===== src/rtl/handshake_pkg.sv =====
// Shared types and defaults for the req/ack handshake receive path.
// Imported by the responder top and its FIFO.
package handshake_pkg;

  localparam int DEF_DATA_WIDTH  = 32;
  localparam int DEF_FIFO_DEPTH  = 4;
  localparam int DEF_SYNC_STAGES = 2;

  typedef enum logic [1:0] {
    R_IDLE,
    R_WAIT_SPACE,
    R_ACK
  } resp_state_t;

endpackage


===== src/rtl/flipflop_synchronizer.sv =====
// Multi-stage flop synchronizer for signals entering the clock domain.
// All stages reset to zero.
module flipflop_synchronizer #(
  parameter int WIDTH         = 1,
  parameter int NUM_OF_STAGES = 2
) (
  input  logic             clk_i,
  input  logic             rst_i,
  input  logic [WIDTH-1:0] data_i,
  output logic [WIDTH-1:0] data_o
);

  logic [NUM_OF_STAGES-1:0][WIDTH-1:0] sync_q;

  always_ff @(posedge clk_i or posedge rst_i) begin
    if (rst_i) begin
      sync_q <= '0;
    end else begin
      sync_q[0] <= data_i;
      for (int i = 1; i < NUM_OF_STAGES; i++) begin
        sync_q[i] <= sync_q[i-1];
      end
    end
  end

  assign data_o = sync_q[NUM_OF_STAGES-1];

endmodule


===== src/rtl/responder_fifo.sv =====
// Circular-buffer FIFO holding captured handshake words.
// A push into a full FIFO is accepted when a pop happens on the same edge.
module responder_fifo
  import handshake_pkg::*;
#(
  parameter int DATA_WIDTH = DEF_DATA_WIDTH,
  parameter int FIFO_DEPTH = DEF_FIFO_DEPTH,
  localparam int AW = $clog2(FIFO_DEPTH),
  localparam int CW = AW + 1
) (
  input  logic                  dest_clk,
  input  logic                  dest_reset,
  input  logic                  push,
  input  logic [DATA_WIDTH-1:0] wdata,
  input  logic                  pop,
  output logic [DATA_WIDTH-1:0] rdata,
  output logic [CW-1:0]         count,
  output logic                  full,
  output logic                  empty
);

  logic [DATA_WIDTH-1:0] mem_q [FIFO_DEPTH];
  logic [AW-1:0]         wr_q, wr_d;
  logic [AW-1:0]         rd_q, rd_d;
  logic [CW-1:0]         cnt_q, cnt_d;
  logic                  do_push;
  logic                  do_pop;

  assign empty   = (cnt_q == '0);
  assign full    = (cnt_q == CW'(FIFO_DEPTH));
  assign do_pop  = pop && !empty;
  assign do_push = push && (!full || do_pop);

  always_comb begin
    wr_d  = wr_q;
    rd_d  = rd_q;
    cnt_d = cnt_q;
    if (do_push) wr_d = wr_q + AW'(1);
    if (do_pop)  rd_d = rd_q + AW'(1);
    unique case (1'b1)
      (do_push && !do_pop): cnt_d = cnt_q + CW'(1);
      (do_pop && !do_push): cnt_d = cnt_q - CW'(1);
      default:              cnt_d = cnt_q;
    endcase
  end

  always_ff @(posedge dest_clk or posedge dest_reset) begin
    if (dest_reset) begin
      wr_q  <= '0;
      rd_q  <= '0;
      cnt_q <= '0;
      for (int i = 0; i < FIFO_DEPTH; i++) begin
        mem_q[i] <= '0;
      end
    end else begin
      wr_q  <= wr_d;
      rd_q  <= rd_d;
      cnt_q <= cnt_d;
      if (do_push) mem_q[wr_q] <= wdata;
    end
  end

  assign rdata = mem_q[rd_q];
  assign count = cnt_q;

endmodule


===== src/rtl/handshake_responder.sv =====
// Receive end of the four-phase req/ack handshake with a buffered
// valid/ready output stream; ack is withheld while the FIFO is full.
module handshake_responder
  import handshake_pkg::*;
#(
  parameter int DATA_WIDTH  = DEF_DATA_WIDTH,
  parameter int FIFO_DEPTH  = DEF_FIFO_DEPTH,
  parameter int SYNC_STAGES = DEF_SYNC_STAGES,
  localparam int CW = $clog2(FIFO_DEPTH) + 1
) (
  input  logic                  dest_clk,
  input  logic                  dest_reset,
  input  logic                  req_i,
  input  logic [DATA_WIDTH-1:0] data_i,
  output logic                  ack_o,
  output logic [DATA_WIDTH-1:0] data_out,
  output logic                  valid_o,
  input  logic                  ready_i,
  output logic [CW-1:0]         count_o
);

  resp_state_t state_q, state_d;
  logic        ack_q;
  logic        sreq;
  logic        push;
  logic        pop;
  logic        space;
  logic        full;
  logic        empty;

  flipflop_synchronizer #(
    .WIDTH         (1),
    .NUM_OF_STAGES (SYNC_STAGES)
  ) u_req_sync (
    .clk_i  (dest_clk),
    .rst_i  (dest_reset),
    .data_i (req_i),
    .data_o (sreq)
  );

  assign pop   = valid_o && ready_i;
  assign space = !full || pop;

  always_comb begin
    state_d = state_q;
    push    = 1'b0;
    unique case (state_q)
      R_IDLE: begin
        if (sreq && space) begin
          push    = 1'b1;
          state_d = R_ACK;
        end else if (sreq) begin
          state_d = R_WAIT_SPACE;
        end
      end
      R_WAIT_SPACE: begin
        if (space) begin
          push    = 1'b1;
          state_d = R_ACK;
        end else if (!sreq) begin
          state_d = R_IDLE;
        end
      end
      R_ACK: begin
        if (!sreq) state_d = R_IDLE;
      end
      default: state_d = R_IDLE;
    endcase
  end

  // ack comes straight from a flop so the sender never sees a glitch
  always_ff @(posedge dest_clk or posedge dest_reset) begin
    if (dest_reset) begin
      state_q <= R_IDLE;
      ack_q   <= 1'b0;
    end else begin
      state_q <= state_d;
      ack_q   <= (state_d == R_ACK);
    end
  end

  responder_fifo #(
    .DATA_WIDTH (DATA_WIDTH),
    .FIFO_DEPTH (FIFO_DEPTH)
  ) u_fifo (
    .dest_clk   (dest_clk),
    .dest_reset (dest_reset),
    .push       (push),
    .wdata      (data_i),
    .pop        (pop),
    .rdata      (data_out),
    .count      (count_o),
    .full       (full),
    .empty      (empty)
  );

  assign ack_o   = ack_q;
  assign valid_o = !empty;

endmodule


===== config.mk =====
export PLATFORM = sky130hd
export DESIGN_NAME = handshake_responder
export DESIGN_NICKNAME = d
export VERILOG_FILES = /design/src/rtl/handshake_pkg.sv /design/src/rtl/flipflop_synchronizer.sv /design/src/rtl/responder_fifo.sv /design/src/rtl/handshake_responder.sv
export SDC_FILE = /design/constraint.sdc
export NUM_CORES = 1
export LEC_CHECK = 0
export CAP_MARGIN = 20
export CORE_MARGIN = 3
export CORE_UTILIZATION = 50
export DETAILED_ROUTE_END_ITERATION = 10
export GPL_TIMING_DRIVEN = 0
export PLACE_DENSITY = 0.76
export SLEW_MARGIN = 20
export SYNTH_ARGS = -nofsm -noshare
export SYNTH_HDL_FRONTEND = slang
export SYNTH_HIERARCHICAL = 1
export SYNTH_SLANG_ARGS = --single-unit

===== constraint.sdc =====
create_clock -name dest_clk -period 6 [get_ports dest_clk]
set_input_delay 0.9 -clock dest_clk [delete_from_list [all_inputs] [get_ports dest_clk]]
set_output_delay 0.9 -clock dest_clk [all_outputs]
set_load 0.01 [all_outputs]

==> run_results.csv, run 1 <==
group,metric,value,unit
critical_path,critPathMostFrequentCell,"clkbuf_1",
synthesis,synth-compound-area-share,0.547,%
critical_path,arrival,2.58,ns
timing,report.final.hold_viol_count,0,
cells_and_area,nets,500,
synthesis,avgSynthCellArea,16.9,um2
pwr,pwr-share-clk,21.4,%
route,drt-initial-drc-count,132,
route,drt-vias-per-instance,5.41,
critical_path,crit_path_end,"data_out[3]",
critical_path,worstSetupPathType,"reg2out",
critical_path,cp-startpoint,"u_fifo/rd_q[1]",
synthesis,synthTopCellsByArea,"dfrtp_1 57%, mux2_2 24%, mux4_2 12%",
pwr,ir_drop,314,uV
critical_path,rr_worst_depth,7,
floorplanning,io_pins,73,
cells_and_area,synthToLayoutAreaGrowth,24.6,%
pwr,p_leak,3.23,nW
critical_path,r2r-start,"u_fifo/count[0]",
place,dpl.hpwl,7.83,mm
outcome,status,"finished clean",
cells_and_area,num_antenna_cells,0,
cts,path_clk_slew,0.05,ns
cts,clock-root-buffer,"clkbuf_16",
synthesis,yosysUniqueCellTypes,24,
pwr,internal_power,3.24,mW
worst_hold_path,hold_path_class,"reg2reg",
cells_and_area,nFillCells,837,
synthesis,synth_top_family_by_area,"multiplexers",
cts,cts_tree,"yes",
synthesis,syn_inst,366,
critical_path,timing.rr.end,"u_fifo/mem_q[29]",
route,avgRoutedWirePerCell,18.9,um
synthesis,synthMuxAreaShare,35.4,%
grt,grt_pass1_vias,3759,
cells_and_area,postLayoutCellArea,7690,um2
critical_path,critPathMaxStageDelay,0.62,ns
timing,tightest_slew,0.750,ns
critical_path,startpoint_type,"flop",
synthesis,synthXorXnorAreaFrac,0.851,%
cts,ctsHoldBuffers,0,
timing,fin_crit_sh,58.0,%
floorplanning,std_cell_rows,39,
grt,grt_max_degree,71,
place,io_buffers,72,
synthesis,ys_ff_latch,140,
cts,cts.sinks,140,
pwr,p_sw,1.32,mW
synthesis,synth_top_area_share,56.7,%
route,ant_nets,0,
cells_and_area,utilization,65.4,%
route,vias,3437,
grt,grt_pass1_wl,19.7,mm
timing,hold_ws,0.354,ns
pwr,power,4.56,mW
cts,cts_buffer_depth,2,
cts,postCtsResizedCells,0,
grt,antenna_found_initial,0,
cells_and_area,drive_gt1_share,44.4,%
pwr,p_seq_share,36.2,%
synthesis,synth_top_cell_by_area,"dfrtp_1",
cts,clk_latency,0.41,ns
floorplanning,die_area,13700,um2
floorplanning,die_h,117,um
critical_path,cp_cell_sequence,"clkbuf_1, clkbuf_1, mux4_2, clkdlybuf4s50_1",
pwr,p_sw_share,28.9,%
grt,overflow,0,
floorplanning,fp.dieW,117,um
critical_path,cpMaxStageDelayCell,"clkbuf_1",
grt,track_usage,19.5,%
critical_path,worst-r2r-setup-slack,3.27,ns
critical_path,crit_required,5.10,ns
synthesis,yosys.area_share.simple,1.82,%
pwr,pwr_density_cell,593,nW/um2
timing,max_clock_freq,287,MHz
synthesis,synth_warnings,6,
route,finalWirelength,12.0,mm
cts,cts_buffers,17,
timing,skew,0.0108,ns
run,drv_cap,0,
pwr,comb_power_share,42.4,%
route,drc,0,
timing,rsz0062_at_grt,"false",
timing,slew_headroom,50.0,%
cts,post_cts_buffers,0,
cts,htree_levels,4,
synthesis,syn-num-nets,408,
critical_path,path_max_fanout,10,
timing,setup_violations,0,
timing,maxSlewViolCount,0,
route,firstDrtPassIters,4,
place,finalWeightedCongestion,0.727,
floorplanning,start_util,52.5,%
synthesis,syn-cell-area,6180,um2
place,placed_area,7140,um2
synthesis,yosysSeqAreaShare,56.7,%
floorplanning,core,11800,um2
critical_path,cp-end-kind,"output pin",
synthesis,synth_fa_ha_area_share,1.34,%
timing,layout_min_cycle_time,3.48,ns
## Yosys cell counts, drive strengths merged
| master | number |
|---|---|
| mux4 | 32 |
| xnor2 | 3 |
| mux2 | 129 |
| nor2b | 1 |
| nor3 | 1 |
| o31a | 1 |
| fa | 1 |
| dfrtp | 140 |
| nand2 | 5 |
| and3 | 1 |
| ha | 5 |
| buf | 16 |
| a211oi | 1 |
| clkbuf | 4 |
| and4b | 1 |
| xor2 | 3 |
| nor4b | 1 |
| nor2 | 6 |
| mux2i | 1 |
| a221oi | 2 |
| nand2b | 2 |
| inv | 10 |
## final cells by class
cell class,count,area [um2],share of cell area (%)
Sequential cell,140,3500,45.5
Inverter,10,45.0,0.585
Tap cell,164,205,2.67
Multi-Input combinational cell,196,2460,32.0
Clock inverter,7,62.6,0.813
Timing Repair Buffer,73,748,9.72
Buffer,20,170,2.21
Clock buffer,25,495,6.44
## sequential cells by signal, indices dropped and copies added (netlist names)
name,count
ack_o,1
u_req_sync/sync_q,1
u_fifo/count,3
u_req_sync/data_o,1
u_fifo/mem_q,128
u_fifo/wr_q,2
u_fifo/rd_q,2
state_q,2
## cells by family (layout without fill, tap and decap cells)
group / Yosys count / in the layout
muxes: 162 / 162
adders and majority gates: 6 / 6
AOI/OAI and AO/OA: 4 / 4
DFF: 140 / 140
buffers and inverters: 30 / 135
and+or+nand+nor: 18 / 18
xor gates and xnor gates: 6 / 6
## worst min-delay path by stage
| stage | from | endpoint | slack [ns] | cells after the start |
|---|---|---|---|---|
| floorplan | u_req_sync/sync_q[0] | u_req_sync/data_o | 0.33 | 0 |
| global placement | u_req_sync/sync_q[0] | u_req_sync/data_o | 0.34 | 0 |
| detailed placement | u_req_sync/sync_q[0] | u_req_sync/data_o | 0.34 | 0 |
| CTS | u_req_sync/sync_q[0] | u_req_sync/data_o | 0.36 | 0 |
| global route | u_req_sync/sync_q[0] | u_req_sync/data_o | 0.36 | 0 |
| finish | u_req_sync/sync_q[0] | u_req_sync/data_o | 0.35 | 0 |
## per-stage QoR
stage / instances / setup TNS, ns / worst slack [ns]
after detailed placement: 603 / 0 / 2.60
after CTS: 635 / 0 / 2.50
final: 635 / 0 / 2.52
after global routing: 635 / 0 / 2.40
after global placement: 602 / -24.83 / -0.191
after floorplan: 366 / 0 / 1.49
## layout by cell type, fill, tap and decap left out, types with 2 or more instances in the layout
master	n
a221oi_1	2
buf_2	4
buf_6	12
clkbuf_1	8
clkbuf_16	17
clkbuf_8	4
clkdlybuf4s50_1	72
clkinv_2	5
dfrtp_1	140
ha_1	5
inv_1	9
mux2_2	129
mux4_2	32
nand2_1	5
nor2_1	6
xnor2_1	3
xor2_1	3
## power groups by stage
stage | sequential (mW) | clock [mW] | combinational [mW]
detailed placement | 1.66 | 0 | 1.95
global route | 1.71 | 1.05 | 2.09
CTS | 1.65 | 1.01 | 1.96
floorplan | 1.59 | 0 | 1.26
finish | 1.65 | 0.978 | 1.93
global placement | 1.63 | 0 | 1.90
## critical path, delay by kind of cell, from the launching register on
kind	cells	cell delay, ns
buf+inv	3	1.41
mux	1	0.44
flops	1	0.31
## layer usage
layer  routed length [um]  vias to the layer above  share of wire (%)  GRT usage, %
li1                     -                     1529                  -             -
met1                 5470                     1816                 46          26.3
met2                 5780                       81                 48          30.5
met3                  583                       11                4.9          5.19
met4                  153                        0                1.3          7.80
met5                    0                        -                  0             0
Note: power is estimated with default switching activity, not from simulation.
==> inputs of run 2 (changes only) <==
clock period = 3.4 ns   (was 6 ns; I/O delays follow)
==> run_results.csv, run 2 (synthesis gave the netlist of run 1 again) <==
group,metric,value,unit
timing,maxSlewViolCount,0,
route,vias,3501,
timing,finalSetupTns,0,ns
cells_and_area,regArea,3500,um2
pwr,p_sw_share,28.7,%
pwr,p_seq_share,36.0,%
pwr,pwr_density_cell,1040,nW/um2
grt,grt_pass1_wl,19.6,mm
floorplanning,core,11800,um2
pwr,comb_power_share,42.1,%
cts,clock-root-buffer,"clkbuf_16",
cells_and_area,mostFrequentLayoutCells,"140 x dfrtp_1, 129 x mux2_2, 72 x clkdlybuf4s50_1, 32 x mux4_2, 17 x clkbuf_16",
cts,cts.sinks,140,
route,finalWirelength,12.1,mm
cts,path_clk_slew,0.05,ns
run,drv_cap,0,
cells_and_area,multi_input_area,2460,um2
pwr,power,8.10,mW
timing,slew_headroom,45.4,%
cts,postCtsResizedCells,0,
cells_and_area,drive_gt1_share,44.7,%
cts,clk_latency,0.41,ns
cells_and_area,top_register,"u_fifo/mem_q",
place,dpl.hpwl,8.16,mm
timing,setup_violations,0,
cts,cts_buffer_depth,2,
grt,grt_util_met2,31.9,%
floorplanning,start_util,52.5,%
critical_path,r2r-start,"u_fifo/count[0]",
cts,htree_levels,4,
cells_and_area,nFillCells,853,
critical_path,worstSetupPathType,"reg2out",
timing,max_clock_freq,321,MHz
route,ant_nets,0,
critical_path,startpoint_type,"flop",
cells_and_area,nets,503,
grt,track_usage,19.3,%
route,firstDrtPassIters,5,
grt,grt-busiest-layer,"met2",
grt,antenna_found_initial,0,
grt,grt_pass1_vias,3835,
timing,skew,0.00570,ns
timing,fin_ws,0.286,ns
place,io_buffers,72,
route,drt-initial-drc-count,190,
floorplanning,std_cell_rows,39,
route,drc,0,
critical_path,crit_required,2.89,ns
timing,tightest_slew,0.819,ns
timing,rsz0062_at_grt,"false",
pwr,ir_drop,522,uV
timing,fin_crit_sh,91.6,%
floorplanning,die_h,117,um
floorplanning,fp.dieW,117,um
timing,layout_min_cycle_time,3.11,ns
grt,grt_max_degree,37,
place,finalWeightedCongestion,0.776,
floorplanning,die_area,13700,um2
route,drt-vias-per-instance,5.49,
critical_path,path_max_fanout,10,
cts,post_cts_buffers,0,
floorplanning,io_pins,73,
grt,use_met3,4.83,%
cells_and_area,largest_register_ffs,128,
pwr,pwr-share-clk,22.0,%
pwr,internal_power,5.78,mW
worst_hold_path,hold_path_class,"in2async",
outcome,status,"finished clean",
cells_and_area,synthToLayoutAreaGrowth,25.7,%
route,avgRoutedWirePerCell,18.9,um
cts,cts_buffers,17,
pwr,p_leak,3.26,nW
critical_path,cp-startpoint,"u_fifo/rd_q[1]",
pwr,p_sw,2.32,mW
grt,overflow,0,
cells_and_area,final_common_cell,"dfrtp_1",
cells_and_area,num_antenna_cells,0,
timing,report.final.hold_viol_count,0,
critical_path,arrival,2.60,ns
place,place_ws,0.354,ns
critical_path,cp-end-kind,"output pin",
grt,met1_usage,25.4,%
cts,cts_tree,"yes",
cts,ctsHoldBuffers,0,
-- run 2: changes by cell type in the layout (fill, tap and decap cells not counted), sizes merged --
cell / previous run / this run
inv: 10 / 9
clkinv: 5 / 6
buf: 17 / 20
bufinv: 1 / 2
clkbuf: 29 / 28
-- run 2: layout make-up --
cell class	count	share of cell area (%)
buffer	20	2.19
clock buffer	24	6.20
clock inverter	8	1.16
inverter	10	0.532
multi-input combinational	196	31.7
sequential	140	45.1
tap	164	2.64
timing repair buffer	76	10.4
-- run 2: power by group through the flow --
| stage | clock network (mW) | registers (mW) | logic [mW] |
|---|---|---|---|
| finish | 1.78 | 2.91 | 3.41 |
| global route | 1.89 | 3.02 | 3.68 |
| CTS | 1.82 | 2.92 | 3.47 |
| detailed placement | 0 | 2.94 | 3.44 |
| global placement | 0 | 2.87 | 3.35 |
| floorplan | 0 | 2.80 | 2.22 |
-- run 2: worst paths after layout --
kind | to | slack [ns] | cells past startpoint
setup / recovery | data_out[0] | 0.29 | 4
hold / removal | u_req_sync/data_o | 0.35 | 2
setup reg to reg | u_fifo/mem_q[114] | 0.64 | 7
hold reg to reg | u_req_sync/data_o | 0.36 | 0
max in group asynchronous | u_fifo/mem_q[117] | 2.21 | 4
min in group dest_clk | u_req_sync/data_o | 0.36 | 0
-- run 2: metrics by stage --
stage / hold slack [ns] / std cells / cell area (um2) / utilization (%)
floorplan: 0.251 / 366 / 6180 / -
global placement: 0.339 / 602 / 7110 / 60.4
detailed placement: 0.347 / 606 / 7190 / 61.2
CTS: 0.342 / 638 / 7760 / 66.0
global route: 0.347 / 638 / 7760 / 66.0
finish: 0.353 / 638 / 7760 / 66.0
-- run 2: routing by layer --
metal	vias to the layer above	share of wire, %
met1	1854	44
met2	100	50
li1	1532	-
met3	15	5.0
met5	-	0
met4	0	1.2
-- run 2: critical path, stage by stage, from the launching register on --
cell,delay (ns)
dfrtp_1,0.32
clkbuf_1,0.26
clkbuf_1,0.67
mux4_2,0.44
clkdlybuf4s50_1,0.50
